<file path="src/rtl/clock_display_pkg.sv">
// Shared constants and types for the six-digit multiplexed clock display.
package clock_display_pkg;

    localparam int unsigned NUM_DIGITS = 6;
    localparam int unsigned IDX_W      = 3;
    localparam int unsigned NIB_W      = 4;
    localparam int unsigned SEG_W      = 7;
    localparam int unsigned TIME_W     = 24;

    // Active-low glyphs, bit order {g,f,e,d,c,b,a}
    localparam logic [SEG_W-1:0] SEG_DIGIT [0:9] = '{
        7'h40, 7'h79, 7'h24, 7'h30, 7'h19,
        7'h12, 7'h02, 7'h78, 7'h00, 7'h10
    };
    localparam logic [SEG_W-1:0]      SEG_DASH = 7'h3F;
    localparam logic [SEG_W-1:0]      SEG_OFF  = 7'h7F;
    localparam logic [NUM_DIGITS-1:0] AN_OFF   = 6'h3F;

    // Separator dots sit after the hours and minutes pairs
    localparam logic [IDX_W-1:0] SEP_IDX_A = 3'd2;
    localparam logic [IDX_W-1:0] SEP_IDX_B = 3'd4;
    localparam logic [IDX_W-1:0] LAST_IDX  = 3'd5;

    typedef enum logic {
        BLANK,
        SHOW
    } state_t;

endpackage

</file>
<file path="src/rtl/clock_display_scanner_bcd_to_seg7.sv">
// BCD nibble to active-low seven-segment glyph; values above 9 show a dash.
module bcd_to_seg7
    import clock_display_pkg::*;
(
    input  logic [NIB_W-1:0] bcd,
    output logic [SEG_W-1:0] seg
);

    always_comb begin
        seg = SEG_DASH;
        case (bcd)
            4'd0: seg = SEG_DIGIT[0];
            4'd1: seg = SEG_DIGIT[1];
            4'd2: seg = SEG_DIGIT[2];
            4'd3: seg = SEG_DIGIT[3];
            4'd4: seg = SEG_DIGIT[4];
            4'd5: seg = SEG_DIGIT[5];
            4'd6: seg = SEG_DIGIT[6];
            4'd7: seg = SEG_DIGIT[7];
            4'd8: seg = SEG_DIGIT[8];
            4'd9: seg = SEG_DIGIT[9];
            default: seg = SEG_DASH;
        endcase
    end

endmodule

</file>
<file path="src/rtl/clock_display_scanner.sv">
// Scans a snapshotted BCD HH:MM:SS time onto a 6-digit multiplexed display.
// Optional macro CLOCK_DISPLAY_LEAD_ZERO_BLANK_EN blanks a leading hours-tens zero.
module clock_display_scanner
    import clock_display_pkg::*;
#(
    parameter int unsigned SCAN_DIV     = 50000,
    parameter int unsigned BLANK_CYCLES = 4
) (
    input  logic                  clk,
    input  logic                  rst,
    input  logic                  enable,
    input  logic [TIME_W-1:0]     time_in,
    input  logic                  time_valid,
    output logic [SEG_W-1:0]      seg,
    output logic                  dp,
    output logic [NUM_DIGITS-1:0] an,
    output logic                  frame_done
);

    localparam int unsigned CW = $clog2(SCAN_DIV);

    state_t              state;
    logic [CW-1:0]       cnt;
    logic [IDX_W-1:0]    idx;
    logic [TIME_W-1:0]   display;
    logic [TIME_W-1:0]   pending;
    logic                pend_flag;

    logic [NIB_W-1:0]      nib_c;
    logic [SEG_W-1:0]      glyph_c;
    logic                  lead_blank_c;
    logic [NUM_DIGITS-1:0] show_an_c;
    logic [SEG_W-1:0]      show_seg_c;
    logic                  show_dp_c;
    logic                  show_last_c;
    logic                  wrap_c;

    assign nib_c = NIB_W'(display >> {idx, 2'b00});

    bcd_to_seg7 u_dec (
        .bcd (nib_c),
        .seg (glyph_c)
    );

`ifdef CLOCK_DISPLAY_LEAD_ZERO_BLANK_EN
    assign lead_blank_c = (idx == LAST_IDX) && (display[23:20] == 4'd0);
`else
    assign lead_blank_c = 1'b0;
`endif

    // Output values for the digit currently selected by idx
    assign show_an_c  = lead_blank_c ? AN_OFF : (AN_OFF ^ (NUM_DIGITS'(1) << idx));
    assign show_seg_c = lead_blank_c ? SEG_OFF : glyph_c;
    assign show_dp_c  = lead_blank_c ? 1'b1
                                     : !((idx == SEP_IDX_A) || (idx == SEP_IDX_B));

    assign show_last_c = (cnt == CW'(SCAN_DIV - 1));
    assign wrap_c      = enable && (state == SHOW) && show_last_c && (idx == LAST_IDX);

    // Time snapshot: applied only at the frame wrap so a frame never mixes times
    always_ff @(posedge clk or negedge rst) begin
        if (!rst) begin
            display   <= '0;
            pending   <= '0;
            pend_flag <= 1'b0;
        end else if (wrap_c) begin
            pend_flag <= 1'b0;
            if (time_valid) begin
                display <= time_in;
            end else if (pend_flag) begin
                display <= pending;
            end
        end else if (time_valid) begin
            pending   <= time_in;
            pend_flag <= 1'b1;
        end
    end

    // Scan FSM; outputs are registered from the state being entered so they line up with it
    always_ff @(posedge clk or negedge rst) begin
        if (!rst) begin
            state      <= BLANK;
            cnt        <= '0;
            idx        <= '0;
            an         <= AN_OFF;
            seg        <= SEG_OFF;
            dp         <= 1'b1;
            frame_done <= 1'b0;
        end else if (!enable) begin
            an         <= AN_OFF;
            seg        <= SEG_OFF;
            dp         <= 1'b1;
            frame_done <= 1'b0;
        end else begin
            frame_done <= 1'b0;
            unique case (state)
                BLANK: begin
                    if (cnt == CW'(BLANK_CYCLES - 1)) begin
                        state <= SHOW;
                        cnt   <= '0;
                        an    <= show_an_c;
                        seg   <= show_seg_c;
                        dp    <= show_dp_c;
                    end else begin
                        cnt <= cnt + CW'(1);
                        an  <= AN_OFF;
                        seg <= SEG_OFF;
                        dp  <= 1'b1;
                    end
                end
                SHOW: begin
                    if (show_last_c) begin
                        state <= BLANK;
                        cnt   <= '0;
                        idx   <= (idx == LAST_IDX) ? '0 : idx + IDX_W'(1);
                        an    <= AN_OFF;
                        seg   <= SEG_OFF;
                        dp    <= 1'b1;
                    end else begin
                        cnt        <= cnt + CW'(1);
                        an         <= show_an_c;
                        seg        <= show_seg_c;
                        dp         <= show_dp_c;
                        // Pulse lands on the final dwell cycle of the last digit
                        frame_done <= (idx == LAST_IDX) && (cnt == CW'(SCAN_DIV - 2));
                    end
                end
                default: begin
                    state <= BLANK;
                    cnt   <= '0;
                end
            endcase
        end
    end

endmodule

</file>
<file path="config.mk">
export PLATFORM = sky130hd
export DESIGN_NAME = clock_display_scanner
export DESIGN_NICKNAME = d
export VERILOG_FILES = /design/src/rtl/clock_display_pkg.sv /design/src/rtl/clock_display_scanner_bcd_to_seg7.sv /design/src/rtl/clock_display_scanner.sv
export SDC_FILE = /design/constraint.sdc
export NUM_CORES = 1
export LEC_CHECK = 0
export CAP_MARGIN = 10
export CORE_ASPECT_RATIO = 0.75
export CORE_UTILIZATION = 40
export CTS_CLUSTER_DIAMETER = 150
export DETAILED_ROUTE_END_ITERATION = 10
export PLACE_DENSITY = 0.71
export SLEW_MARGIN = 20
export SYNTH_ARGS = -nofsm -noshare
export SYNTH_HDL_FRONTEND = slang
export SYNTH_HIERARCHICAL = 1
export SYNTH_SLANG_ARGS = --single-unit
</file>
<file path="constraint.sdc">
create_clock -name clk -period 2.8 [get_ports clk]
set_input_delay 0.7 -clock clk [delete_from_list [all_inputs] [get_ports clk]]
set_output_delay 0.7 -clock clk [all_outputs]
set_load 0.05 [all_outputs]
</file>
* Word-level counts from Yosys, hierarchy flattened
Memories as Yosys holds them, arrays and structs flattened.
Index checks and enable logic that the tools add are counted.
** Operators by class
- Add/sub/neg operators :: 2
- Equality and inequality tests :: 6
- Shifts and indexed selects :: 2
- Mux-type cells :: 26
- Bitwise gates (word level) :: 3
- Reduce and logical (&&, ||, !) cells :: 11
** Operator list (count)
- 24-bit 2-to-1 mux :: 2
- 16-bit equality test, second input constant :: 2
- 16-bit 2-to-1 mux :: 2
- 16-bit case mux with 2 select lines :: 1
- 24-bit by 5-bit right shift with 4-bit output :: 1
- 7-bit 2-to-1 mux :: 3
- 6-bit 2-to-1 mux :: 3
- 16-bit by 1-bit adder with 16-bit output, second input constant :: 1
- 16-bit by 2-bit equality test with 1-bit output, second input constant :: 1
- 7-bit case mux with 2 select lines :: 1
- 6-bit case mux with 2 select lines :: 1
- 1-bit 2-to-1 mux :: 10
- 3-bit equality test, second input constant :: 2
- 6-bit NOT :: 1
- 1-bit by 3-bit << shifter with 6-bit output, first input constant :: 1
- 1-bit logical AND :: 4
- 1-bit case mux with 2 select lines :: 2
- 2-bit AND reduction :: 2
- 2-bit nonzero test :: 2
- 3-bit by 1-bit adder with 3-bit output, second input constant :: 1
- 3-bit by 2-bit equality test with 1-bit output, second input constant :: 1
- 3-bit 2-to-1 mux :: 1
- 3-bit AND reduction :: 1
- 1-bit NOT :: 2
- 2 further kinds :: 2
** Storage, ports and cells
- Register bits after elaboration :: 84
- Memory bits (read-only) :: 112
- Bits of input ports :: 28
- Output and inout bits :: 15
- Word-level logic and storage cells :: 61
- Memories :: 1
** Memory list
- (no name shown) :: words 16, bits a word 7, read ports 1, clocked after memory_dff 0, write ports 0, RTL line clock_display_scanner_bcd_to_seg7.sv:11 : case (bcd)

* Depth between registers and ports, before layout
Gate-level depths: netlist (run 1).
- Depth in word-level cells :: 6
- Mapped depth :: 9
- Mapped depth without buffers :: 8

* By module
The synthesis (run 1) kept the hierarchy.
** By module, submodules not included
- clock_display_scanner :: instances 1, cells an instance 364, area each 4154.0 µm², seq. area each 2119.5 µm²
- bcd_to_seg7 :: instances 1, cells an instance 31, area each 240.2 µm², seq. area each 0.0 µm²

* Least setup slack after synthesis (run 1)
Ideal clock, no wire load.
- Path type :: reg-to-reg
- From :: reg idx[0]
- To :: reg seg[4]
- Library setup time :: 63 ps
- Arrival :: 2356 ps
- Required time :: 2737 ps
- Setup slack :: 381 ps
- Stages on the path, launching flop included :: 10
- Path buffers :: 2
- Period minus slack after synthesis :: 2419 ps
- Path through :: dfrtp_1 > buf_2 > buf_1 > mux2i_1 > o21ai_0 > inv_1 > ha_1 > or2b_1 > a31oi_1 > nand2b_1
** On the way
- Word-level cells in the longest chain between the ends :: 5
- Elaborated cells between the ends (all ways) :: 6
- Classes of those cells :: 1 x shift; 4 x mux; 1 x memory
** RTL lines
- start, declared :: RTL line clock_display_scanner.sv:24 : logic [IDX_W-1:0] idx;
- start signal, assigned :: RTL line clock_display_scanner.sv:115 : idx <= (idx == LAST_IDX) ? '0 : idx + IDX_W'(1);
- 24-bit by 5-bit right shift with 4-bit output * :: RTL line clock_display_scanner.sv:38 : assign nib_c = NIB_W'(display >> {idx, 2'b00});
- named net nib_c[1] :: RTL line clock_display_scanner.sv:29 : logic [NIB_W-1:0] nib_c;
- memory 16 x 7 bit *
- named net glyph_c[4] :: RTL line clock_display_scanner.sv:30 : logic [SEG_W-1:0] glyph_c;
- 7-bit 2-to-1 mux, on equally long branches :: RTL line clock_display_scanner.sv:112, clock_display_scanner.sv:98
- 7-bit case mux with 2 select lines * :: RTL line clock_display_scanner.sv:96 : unique case (state)
- 7-bit 2-to-1 mux * :: RTL line clock_display_scanner.sv:89 : end else if (!enable) begin
- end signal, assigned :: RTL line clock_display_scanner.sv:102 : seg <= show_seg_c;
- end signal, assigned :: RTL line clock_display_scanner.sv:122 : seg <= show_seg_c;
- end, declared :: RTL line clock_display_scanner.sv:14 : output logic [SEG_W-1:0] seg,
Mark *: on every way through the listed nets, which the timed path passes. The rest lies on a longest branch.
A chain may end at the register's enable or synchronous reset.

* Worst setup path after layout (run 1)
- From :: reg idx[1]
- To :: reg seg[4]
Same word-level chain as after synthesis.

==> results.sh, run 1 <==
export IMPL_yosysMostFrequentCell="dfrtp_1"
export IMPL_drc=0
export IMPL_clock_path_buffers=2
export IMPL_grt_total_usage_pct=16.7
export IMPL_worstMarginPinSlew_ns=0.918
export IMPL_ys_ff_latch=84
export IMPL_synth_top_area_cell="dfrtp_1"
export IMPL_num_rows=32
export IMPL_clock_latency_ns=0.34
export IMPL_syn_num_nets=431
export IMPL_design_area_mm2=0.00525
export IMPL_die_h_um=92.8
export IMPL_antennaDiodeCount=0
export IMPL_cts_max_level=3
export IMPL_finalHoldViolations=0
export IMPL_ys_top_cells_by_count="dfrtp_1 (70), nor2_1 (39), a21oi_1 (31)"
export IMPL_ys_flop_type="dfrtp_1"
export IMPL_grt_pass1_vias=2959
export IMPL_firstDrtPassIters=4
export IMPL_clkSinkCount=84
export IMPL_syn_inst=395
export IMPL_status="finished clean"
export IMPL_grt_antenna_before_repair=0
export IMPL_area_delta_synth_final_pct=19.6
export IMPL_vias=2996
export IMPL_critPathCaptureType="flip-flop"
export IMPL_cts_tree="done"
export IMPL_crit_path_start_kind="flip-flop"
export IMPL_grt_remaining_overflow=0
export IMPL_peakVddDrop_mv=0.298
export IMPL_synth_edf_count=0
export IMPL_max_cap_violations=0
export IMPL_start_util_pct=41.9
export IMPL_syn_area_mm2=0.00439
export IMPL_finalWorstSetupSlack_ns=0.401
export IMPL_cts_setup_buffers=0
export IMPL_cts_made_buffers=9
export IMPL_syn_area_per_cell_um2=11.1
export IMPL_cellPowerDensity_mw_per_mm2=550
export IMPL_rsz0062_at_grt="false"
export IMPL_routed_via_density=5.17
export IMPL_post_route_period_util_pct=85.7
export IMPL_crit_path_max_fanout=12
export IMPL_seq_area_frac_synth_pct=48.2
export IMPL_dp_worst_setup_slack_ns=0.168
export IMPL_die_x_um=123
export IMPL_ant_nets=0
export IMPL_fin_crit_ns=2.40
export IMPL_wl_mm=8.63
export IMPL_final_max_slew_viol_count=0
export IMPL_fin_setup_tns_ns=0
export IMPL_yosysUniqueCellTypes=57
export IMPL_place_area_mm2=0.00496
export IMPL_post_cts_resized=0
export IMPL_final_setup_skew_ns=0.00989
export IMPL_drive_gt1_share_pct=17.8
export IMPL_yosysWarnings=6
export IMPL_cts_hold_buf=0
export IMPL_worstHoldPathType="in2async"
export IMPL_slew_headroom_pct=38.1
export IMPL_cts_clk_slew_worst_paths_ns=0.06
export IMPL_drt_iter0_markers=208
export IMPL_hold_ws_ns=0.257
export IMPL_root_buffer="clkbuf_16"
export IMPL_path_class="reg2reg"
export IMPL_fmax_mhz=417
export IMPL_port_buffers=42
export IMPL_dp_hpwl_mm=5.90
export IMPL_yosys_top_cells_area="dfrtp_1 (40%), dfstp_2 (8.4%), mux2_4 (6.8%)"
export IMPL_pin_count=43
export IMPL_final_setup_viol_count=0
export IMPL_place_gp_congestion=0.901
export IMPL_coreArea_mm2=0.0105
export IMPL_p_leak_nw=2.23
export IMPL_wl_per_cell_um=14.9
export IMPL_yosys_area_top_type_share_pct=39.9
export IMPL_cp_arrival_ns=2.68
export IMPL_grt_max_degree=59
export IMPL_nets=474
export IMPL_async_reset_ff_share_pct=100
export IMPL_dieArea_mm2=0.0114
export IMPL_grt_pass1_wl_mm=14.6
export IMPL_worstPathRequired_ns=3.08
cells in the final DEF, fill, tap and decap left out, drive strengths merged, types with 2 or more instances in the layout:
master,n
buf,12
or2b,3
nand4,5
or2,4
dfrtp,70
dfstp,14
nor2b,24
a22oi,2
nor3,4
clkdlybuf4s50,41
nor2,39
nor3b,3
mux4,4
or3,3
o31ai,2
xnor2,7
clkbuf,15
o21ai,13
o22a,24
ha,8
inv,13
nand3,10
mux2i,5
and2b,2
nor4,5
nand2b,10
and4,4
mux2,26
a21oi,31
and3b,2
xor2,4
and3,2
nand2,22
critical path, cell delays in order, from the launching register on:
cell and delay, ns:
dfrtp_1 0.54, nand2b_1 0.32, o21ai_0 0.53, inv_1 0.19
ha_1 0.26, or2b_1 0.23, a31oi_1 0.15, nand2b_1 0.12
layer usage:
| metal | wire (um) | track usage [%] | vias up |
|---|---|---|---|
| met5 | 0 | 0 | - |
| met4 | 116 | 5.42 | 0 |
| met3 | 336 | 4.56 | 10 |
| met2 | 3750 | 24.9 | 50 |
| met1 | 4420 | 23.5 | 1466 |
| li1 | - | - | 1470 |
cells by family after synthesis:
group | Yosys count | synth area share, %
AOI/OAI and AO/OA | 76 | 11.4
xor gates and xnor gates | 11 | 2.19
adders and majority gates | 8 | 2.28
buffers and inverters | 34 | 4.73
DFF | 84 | 48.2
muxes | 35 | 11.6
and+or+nand+nor | 147 | 19.6
through the flow:
stage	total power, mW	instances	utilization, %
2_1_floorplan	1.58	395	-
3_3_place_gp	1.70	563	47.2
3_5_place_dp	1.72	563	47.2
4_1_cts	2.92	579	50.1
5_1_grt	3.01	579	50.1
6_report	2.89	579	50.1
report_power, final:
part           internal [mW]  total [mW]  switching, mW
Clock                  0.741        1.19          0.453
Combinational          0.179       0.321          0.142
Sequential              1.29        1.37         0.0885
registers in the layout, summed over array words and instances (netlist names):
name	cells
state	1
frame_done	1
display	24
seg	7
idx	3
cnt	16
pend_flag	1
pending	24
an	6
dp	1
layout make-up:
type / count / area [um2]
clock buffer: 15 / 268
timing repair buffer: 53 / 551
fill: 958 / 5240
inverter: 13 / 48.8
tap: 136 / 170
clock inverter: 1 / 30.0
sequential: 84 / 2120
multi-input combinational: 277 / 2070
worst paths after layout:
path / startpoint / endpoint / slack [ns] / depth (start not counted)
worst max-delay path: idx[1] / seg[4] / 0.40 / 7
worst min-delay path: rst / cnt[5] / 0.26 / 1
worst max register to register: idx[1] / seg[4] / 0.40 / 7
worst min register to register: display[22] / display[22] / 0.49 / 1
max in group asynchronous: rst / pending[1] / 1.91 / 2
min in group clk: display[22] / display[22] / 0.49 / 1
Power figures use the tool's default switching activity.
==> run 2, diff against run 1 <==
- CORE_ASPECT_RATIO: 0.75 -> 0.5
==> results.sh, run 2 (synthesis gave the netlist of run 1 again) <==
export IMPL_final_cell_mix="dfrtp_1 (70), clkdlybuf4s50_1 (41), nor2_1 (39), a21oi_1 (31), o22a_1 (24)"
export IMPL_critPathCaptureType="flip-flop"
export IMPL_clock_path_buffers=2
export IMPL_drc=0
export IMPL_cts_hold_buf=0
export IMPL_place_gp_congestion=0.804
export IMPL_nets=479
export IMPL_fillers=926
export IMPL_grt_max_degree=41
export IMPL_grt_total_usage_pct=17.2
export IMPL_clkSinkCount=84
export IMPL_port_buffers=42
export IMPL_crit_path_start_kind="flip-flop"
export IMPL_final_max_slew_viol_count=0
export IMPL_grt_pass1_wl_mm=15.1
export IMPL_max_cap_violations=0
export IMPL_antennaDiodeCount=0
export IMPL_place_area_mm2=0.00499
export IMPL_p_leak_nw=2.23
export IMPL_place_inst=572
export IMPL_seq_power_share_pct=49.7
export IMPL_die_x_um=150
export IMPL_post_cts_resized=0
export IMPL_area_delta_synth_final_pct=19.5
export IMPL_fin_crit_ns=2.36
export IMPL_clock_latency_ns=0.34
export IMPL_cts_setup_buffers=0
export IMPL_dieArea_mm2=0.0114
export IMPL_worstHoldPathType="in2async"
export IMPL_cts_clk_slew_worst_paths_ns=0.06
export IMPL_combPwrFrac_pct=11.5
export IMPL_cts_made_buffers=9
export IMPL_pin_count=43
export IMPL_grt_pass1_vias=3094
export IMPL_die_h_um=76.1
export IMPL_cp_arrival_ns=2.65
export IMPL_wl_mm=8.56
export IMPL_coreArea_mm2=0.0104
export IMPL_grt_antenna_before_repair=0
export IMPL_path_class="reg2reg"
export IMPL_status="finished clean"
export IMPL_worstMarginPinSlew_ns=0.920
export IMPL_post_route_period_util_pct=84.4
export IMPL_r2r_cells=7
export IMPL_vias=3037
export IMPL_multiInputGateArea_mm2=0.00207
export IMPL_layout_commonest_cell="dfrtp_1"
export IMPL_regArea_mm2=0.00212
export IMPL_switching_share_pct=24.4
export IMPL_dp_hpwl_mm=5.89
export IMPL_cts_max_level=3
export IMPL_fmax_mhz=423
export IMPL_instances_no_fill=588
export IMPL_crit_path_max_fanout=7
export IMPL_final_setup_viol_count=0
export IMPL_rsz0062_at_grt="false"
export IMPL_grt_remaining_overflow=0
export IMPL_p_switching_mw=0.673
export IMPL_reg_top3="display x24, pending x24, cnt x16"
export IMPL_p_clk_share_pct=38.7
export IMPL_cellPowerDensity_mw_per_mm2=525
export IMPL_drive_gt1_share_pct=19.0
export IMPL_worstPathRequired_ns=3.09
export IMPL_peakVddDrop_mv=0.231
export IMPL_cts_tree="done"
export IMPL_firstDrtPassIters=4
export IMPL_internal_power_mw=2.08
export IMPL_design_area_mm2=0.00525
export IMPL_start_util_pct=42.1
export IMPL_finalHoldViolations=0
export IMPL_hold_ws_ns=0.341
export IMPL_fin_setup_tns_ns=0
export IMPL_slew_headroom_pct=38.0
export IMPL_routed_via_density=5.16
export IMPL_final_setup_skew_ns=0.00519
export IMPL_num_rows=26
export IMPL_wl_per_cell_um=14.6
export IMPL_drt_iter0_markers=180
export IMPL_root_buffer="clkbuf_16"
export IMPL_ant_nets=0
-- run 2: cell type report --
class	count	area share, %
clock buffer	13	4.77
clock inverter	3	0.286
inverter	13	0.929
multi-input combinational	277	39.4
sequential	84	40.4
tap	140	3.34
timing repair buffer	58	11.0
-- run 2: power by group through the flow --
stage	sequential [mW]	combinational [mW]	clock (mW)
floorplan	1.37	0.215	0
global placement	1.39	0.311	0
detailed placement	1.39	0.322	0
CTS	1.37	0.323	1.10
global route	1.38	0.356	1.15
finish	1.37	0.318	1.07
-- run 2: per-layer routing --
| layer | up-vias | wire length (um) | GRT usage, % |
|---|---|---|---|
| met3 | 10 | 352 | 6.05 |
| met1 | 1498 | 4300 | 23.4 |
| met4 | 0 | 106 | 4.95 |
| li1 | 1483 | - | - |
| met2 | 46 | 3800 | 25.8 |
| met5 | - | 0 | 0 |
-- run 2: worst max-delay path, cell delays in order (launching register included) --
cell and delay, ns:
dfrtp_1 0.37, nand2b_1 0.21, o21ai_0 0.76, inv_1 0.19, ha_1 0.26, or2b_1 0.22, a31oi_1 0.18, nand2b_1 0.12
-- run 2: through the flow --
step                worst slack, ns  util [%]  power (mW)
finish                        0.436      50.3        2.76
global route                  0.229      50.3        2.89
CTS                           0.420      50.3        2.79
detailed placement            0.178      47.7        1.71
global placement              0.167      47.7        1.70
floorplan                     0.381         -        1.58
-- run 2: path summary, 6_finish.rpt --
kind                        startpoint     endpoint  slack, ns
hold / removal                     rst  pending[23]       0.34
setup / recovery                idx[1]       seg[4]       0.44
setup reg to reg                idx[1]       seg[4]       0.44
min in group clk           display[22]  display[22]       0.50
max in group asynchronous          rst       seg[1]       1.79
hold reg to reg            display[22]  display[22]       0.50
==> run 3, diff against run 2 <==
- clock period: 2.8 -> 2.2 ns (I/O delays scaled with it)
==> results.sh, run 3 (synthesis gave the netlist of run 1 again) <==
export IMPL_final_setup_viol_count=0
export IMPL_clock_path_buffers=2
export IMPL_place_area_mm2=0.00511
export IMPL_max_cap_violations=0
export IMPL_worstHoldPathType="in2async"
export IMPL_area_delta_synth_final_pct=23.2
export IMPL_worstMarginPinSlew_ns=0.544
export IMPL_vias=3122
export IMPL_wl_mm=8.93
export IMPL_place_inst=590
export IMPL_firstDrtPassIters=4
export IMPL_max_stage_delay_ns=0.52
export IMPL_start_util_pct=42.1
export IMPL_root_buffer="clkbuf_16"
export IMPL_final_cell_mix="dfrtp_1 (69), buf_4 (43), nor2_1 (39), a21oi_1 (31), clkdlybuf4s50_1 (27)"
export IMPL_dieArea_mm2=0.0114
export IMPL_critPathCaptureType="flip-flop"
export IMPL_finalHoldViolations=0
export IMPL_path_class="in2reg"
export IMPL_seq_power_share_pct=46.9
export IMPL_cp_arrival_ns=2.32
export IMPL_reg2reg_slack_ns=0.11
export IMPL_crit_path_start_kind="input port"
export IMPL_grt_max_degree=43
export IMPL_met1_usage_pct=25.3
export IMPL_coreArea_mm2=0.0104
export IMPL_rsz0062_at_grt="false"
export IMPL_pin_count=43
export IMPL_busiest_layer="met2"
export IMPL_finalWorstSetupSlack_ns=0.110
export IMPL_grt_use_met3_pct=4.85
export IMPL_wl_per_cell_um=14.7
export IMPL_worstPathRequired_ns=2.43
export IMPL_clkSinkCount=84
export IMPL_met2_usage_pct=26.5
export IMPL_internal_power_mw=2.79
export IMPL_dp_worst_setup_slack_ns=-0.254
export IMPL_cts_clk_slew_worst_paths_ns=0.06
export IMPL_p_switching_mw=0.909
export IMPL_final_setup_skew_ns=0.00965
export IMPL_cts_max_level=3
export IMPL_antennaDiodeCount=0
export IMPL_die_x_um=150
export IMPL_final_max_slew_viol_count=0
export IMPL_p_leak_nw=2.33
export IMPL_cp_buffers_inverters=2
export IMPL_layout_commonest_cell="dfrtp_1"
export IMPL_cts_hold_buf=0
export IMPL_p_clk_share_pct=41.2
export IMPL_crit_slowest_cell="clkdlybuf4s50_1"
export IMPL_fmax_mhz=478
export IMPL_grt_pass1_wl_mm=15.8
export IMPL_drc=0
export IMPL_num_rows=26
export IMPL_cp_cell_sequence="clkdlybuf4s50_1, nor4b_4, nand4_4, o21ai_4, buf_12, mux2_2"
export IMPL_grt_remaining_overflow=0
export IMPL_hold_ws_ns=0.191
export IMPL_grt_pass1_vias=3090
export IMPL_slew_headroom_pct=63.7
export IMPL_crit_family="buffers and inverters"
export IMPL_cts_made_buffers=9
export IMPL_design_area_mm2=0.00542
export IMPL_grt_antenna_before_repair=0
export IMPL_ant_nets=0
export IMPL_dp_hpwl_mm=6.45
export IMPL_instances_no_fill=606
export IMPL_fin_crit_ns=2.09
export IMPL_reg_top3="display x24, pending x24, cnt x16"
export IMPL_die_h_um=76.1
export IMPL_post_route_period_util_pct=95.0
export IMPL_crit_path_max_fanout=19
export IMPL_peakVddDrop_mv=0.365
export IMPL_nets=497
export IMPL_switching_share_pct=24.5
export IMPL_cts_tree="done"
export IMPL_cellPowerDensity_mw_per_mm2=684
export IMPL_combPwrFrac_pct=11.9
export IMPL_cts_setup_buffers=0
export IMPL_clock_latency_ns=0.34
export IMPL_port_buffers=42
export IMPL_grt_total_usage_pct=17.8
export IMPL_routed_via_density=5.15
export IMPL_drive_gt1_share_pct=25.8
export IMPL_status="finished clean"
export IMPL_place_gp_congestion=0.876
export IMPL_drt_iter0_markers=218
-- run 3: path summary, 6_finish.rpt --
kind	start	end	depth (start not counted)
max in group asynchronous	rst	cnt[1]	2
min in group clk	display[22]	display[22]	1
max reg2reg	idx[1]	seg[4]	8
max	enable	pending[0]	6
min	rst	pending[7]	1
min reg2reg	display[22]	display[22]	1
-- run 3: power by group through the flow --
stage                     Combinational, mW  Clock, mW  Sequential (mW)
final                                 0.441       1.53             1.74
after global routing                  0.489       1.62             1.75
after CTS                             0.445       1.56             1.73
after detailed placement              0.445          0             1.76
after global placement                0.431          0             1.76
after floorplan                       0.274          0             1.74
-- run 3: stage by stage --
step           setup TNS [ns]  util, %  power (mW)
2_1_floorplan               0        -        2.01
6_report                    0     51.9        3.70
5_1_grt                     0     51.9        3.86
4_1_cts                     0     51.8        3.74
3_3_place_gp            -8.75     48.9        2.19
3_5_place_dp            -8.53     48.9        2.20
-- run 3: cell type report --
cell class | count | area (um2)
Clock buffer | 11 | 243
Timing Repair Buffer | 76 | 691
Inverter | 13 | 48.8
Multi-Input combinational cell | 277 | 2080
Clock inverter | 5 | 61.3
Sequential cell | 84 | 2120
Tap cell | 140 | 175
Fill cell | 923 | 5030
-- run 3: layer usage --
layer / up-vias / wire, um
met1: 1553 / 4510
met5: - / 0
li1: 1508 / -
met3: 9 / 335
met2: 52 / 3980
met4: 0 / 110
-- run 3: repair_timing --
| item | 4_1_cts | 5_1_grt |
|---|---|---|
| gates resized for setup | 2 | 3 |
| gates cloned | 0 | 0 |
| endpoints found under the setup margin | 2 | 4 |
-- run 3: worst reg2reg max path, stage by stage (launching register included) --
cell	delay [ns]
dfrtp_1	0.49
nand2b_1	0.22
buf_4	0.17
o21ai_2	0.26
inv_1	0.13
ha_1	0.21
or2b_1	0.22
a31oi_1	0.21
nand2b_1	0.13
==> variant: new RTL, settings of run 3 <==
The package constant `NIB_W` goes from 4 to 5.
--- a/src/rtl/clock_display_pkg.sv
+++ b/src/rtl/clock_display_pkg.sv
@@ -5,3 +5,3 @@
     localparam int unsigned IDX_W      = 3;
-    localparam int unsigned NIB_W      = 4;
+    localparam int unsigned NIB_W      = 5;
     localparam int unsigned SEG_W      = 7;
Formal check against the unedited RTL: no difference found for any inputs over 10 cycles, from zero or initial values and one cycle with rst low; that may be too few to reach the edited logic, so the function may still have changed.
==> variant against run 3 <==
- sequential cell count did not move
- area after synthesis rose by 4.9%
- worst setup slack got worse by 0.058 ns
- final cell count rose by 4.6%
- routed wire length rose by 17%
- final area rose by 3.4%
- sequential share of layout area fell by 1.3 points
- die area rose by 4.8%
- total power fell by 0.41%
- critical path type is now reg -> reg
- critical endpoint is now seg[0]
- highest routed layer unchanged
==> variant: results (changes against run 3) <==
** Outcome
- The run finished with clean final reports.

** STA
- The worst slew margin relative to its limit came to 0.6664 (+0.02934).
- Maximum clock frequency :: 0.4655 GHz (-2.7%)
- Clk_skew :: 0.008742 ns (-0.0009097 ns)

** Drt
- Starting DRC count in detailed routing :: 241 (+11%)
- The via count of the routed design came to 3503 (+12%).
- Iteration count of the initial detailed-routing pass :: 4 (unchanged)
- The detailed-route wire length is 10.41 mm (+17%).
- Post-detailed-route via-to-cell ratio :: 5.525 (+7.2%)

** Finish
- The number of nets in the final layout came to 520 (+4.6%).
- The number of antenna repair diodes is 0 (unchanged).
- The fraction of layout cells with a size suffix above 1 came to 0.2577 (about the same).
- The filler cell count came to 986 (+6.8%).
- The largest registers in the layout are display x24, pending x24, cnt x16.

** Placement
- The placed cell area came to 0.005269 mm² (+3.2%).
- Routability cong. :: 0.7977 (-8.9%)
- DP HPWL :: 6.980 mm (+8.3%)
- # placed instances :: 615 (+4.2%)
- Setup WS pre-CTS :: 0.04842 ns (+0.3027 ns)
- Count of port buffers added during placement :: 42 (unchanged)

** Logic synthesis
- Yosys instantiated no cell more often than sky130_fd_sc_hd__dfrtp_1.
- Sorting the synthesized cells by how often they occur yields 70 x sky130_fd_sc_hd__dfrtp_1, 39 x sky130_fd_sc_hd__nor2_1, 31 x sky130_fd_sc_hd__inv_1.
- The number of instances in the synthesized netlist is 429 (+8.6%).
- Yosys cell types :: 55 (-3.5%)
- Main area contributors after synthesis :: sky130_fd_sc_hd__dfrtp_1 38%, sky130_fd_sc_hd__dfstp_2 8.0%, sky130_fd_sc_hd__mux2_2 6.4%
- Post-synth net total :: 465 (+7.9%)
- Post-synthesis sequential area ratio :: 0.4600 (-0.02240)
- Share of synthesized flip-flops with an asynchronous set or reset :: 1.000 (unchanged)
- Syn. warnings :: 6 (unchanged)

** GRT
- First-pass GRT wire length :: 17.31 mm (+9.3%)
- The pin count of the biggest net entering global routing is 50 (+16%).
- Tot GR Track Use :: 0.1842 (+0.005796)
- The via count of the first global-routing pass was 3415 (+11%).

** Power and ir drop
- VDD IR-drop max :: 307.7 µV (-16%)
- Switching power summed over all nets :: 0.9424 mW (+3.7%)
- Leakage power summed over all cells :: 2.589 nW (+11%)

** Clock network
- The insertion delay of the later-clocked pin in the worst-skew pair is 0.34 ns (about the same).
- The H-tree level count was 3 (unchanged).
- Inserted Clock Buffers :: 9 (unchanged)
- Clock slew seen by the registers of the worst setup and hold paths :: 0.06 ns (about the same)

** Hold path
- Class of the most critical hold timing path :: in -> async

** Critical path
- Setup slack on the worst flop-to-flop path :: 0.05 ns (-0.06 ns)
- Maximum fanout count along the critical path :: 4 (-15)
- The arrival time at the worst endpoint was 2.41 ns (+0.09 ns).
## variant: final cells by class
cell class                 count  area [µm²]  share of cell area
tap                          145       181.4             0.03240
sequential                    84        2121              0.3788
clock inverter                 3       40.04            0.007151
clock buffer                  13       240.2             0.04290
multi-input combinational    280        2176              0.3886
timing repair buffer          77       720.7              0.1287
inverter                      32       120.1             0.02145
## variant: what timing repair did
item,4_1_cts,5_1_grt
buffers inserted,0,2
pin swaps,0,2
cloned,0,1
resized for setup,1,9
setup endpoints to repair,1,6
## variant: path summary, 6_finish.rpt
path | startpoint | to | cells past startpoint
max in group asynchronous | rst | an[4] | 2
min | rst | display[20] | 1
min in group clk | pending[11] | pending[11] | 1
max | idx[0] | seg[0] | 9
min reg2reg | pending[11] | pending[11] | 1
max reg2reg | idx[0] | seg[0] | 9
## variant: stage by stage
stage	hold WS, ns	setup TNS, ns
floorplan	0.2544	0
global placement	0.4873	0
detailed placement	0.4934	0
CTS	0.1707	0
global route	0.1749	-0.1390
finish	0.1579	0
## variant: layer usage
| metal | routed length (µm) | global-route usage |
|---|---|---|
| met1 | 5027 | 0.2453 |
| met2 | 4746 | 0.2909 |
| met3 | 508 | 0.05196 |
| met4 | 129 | 0.05700 |
| met5 | 0 | 0 |
## variant: logic make-up (layout without fill, tap and decap cells)
group / count (synthesis) / count (layout) / synth area share
XOR/XNOR: 11 / 11 / 0.02091
AND/OR/NAND/NOR: 121 / 121 / 0.1382
adder cells (fa/ha/maj): 8 / 8 / 0.02172
flip-flops: 84 / 84 / 0.4600
multiplexers: 35 / 35 / 0.09666
AO/OA/AOI/OAI: 105 / 105 / 0.1909
buffers and inverters: 65 / 125 / 0.07168
## variant: power by group through the flow
stage	combinational, mW	sequential [mW]	clock (mW)
5_1_grt	0.497	1.79	1.57
3_5_place_dp	0.455	1.79	0
6_report	0.451	1.77	1.47
2_1_floorplan	0.255	1.80	0
3_3_place_gp	0.451	1.79	0
4_1_cts	0.457	1.76	1.50
## variant: worst max-delay path, cell delays in order (launching register included)
cell,delay (ns)
sky130_fd_sc_hd__dfrtp_2,0.40
sky130_fd_sc_hd__buf_6,0.13
sky130_fd_sc_hd__mux4_2,0.51
sky130_fd_sc_hd__nand2_1,0.10
sky130_fd_sc_hd__o21ai_2,0.07
sky130_fd_sc_hd__buf_4,0.15
sky130_fd_sc_hd__nand2b_1,0.20
sky130_fd_sc_hd__a211oi_2,0.31
sky130_fd_sc_hd__nor2_1,0.06
sky130_fd_sc_hd__nand2b_1,0.14
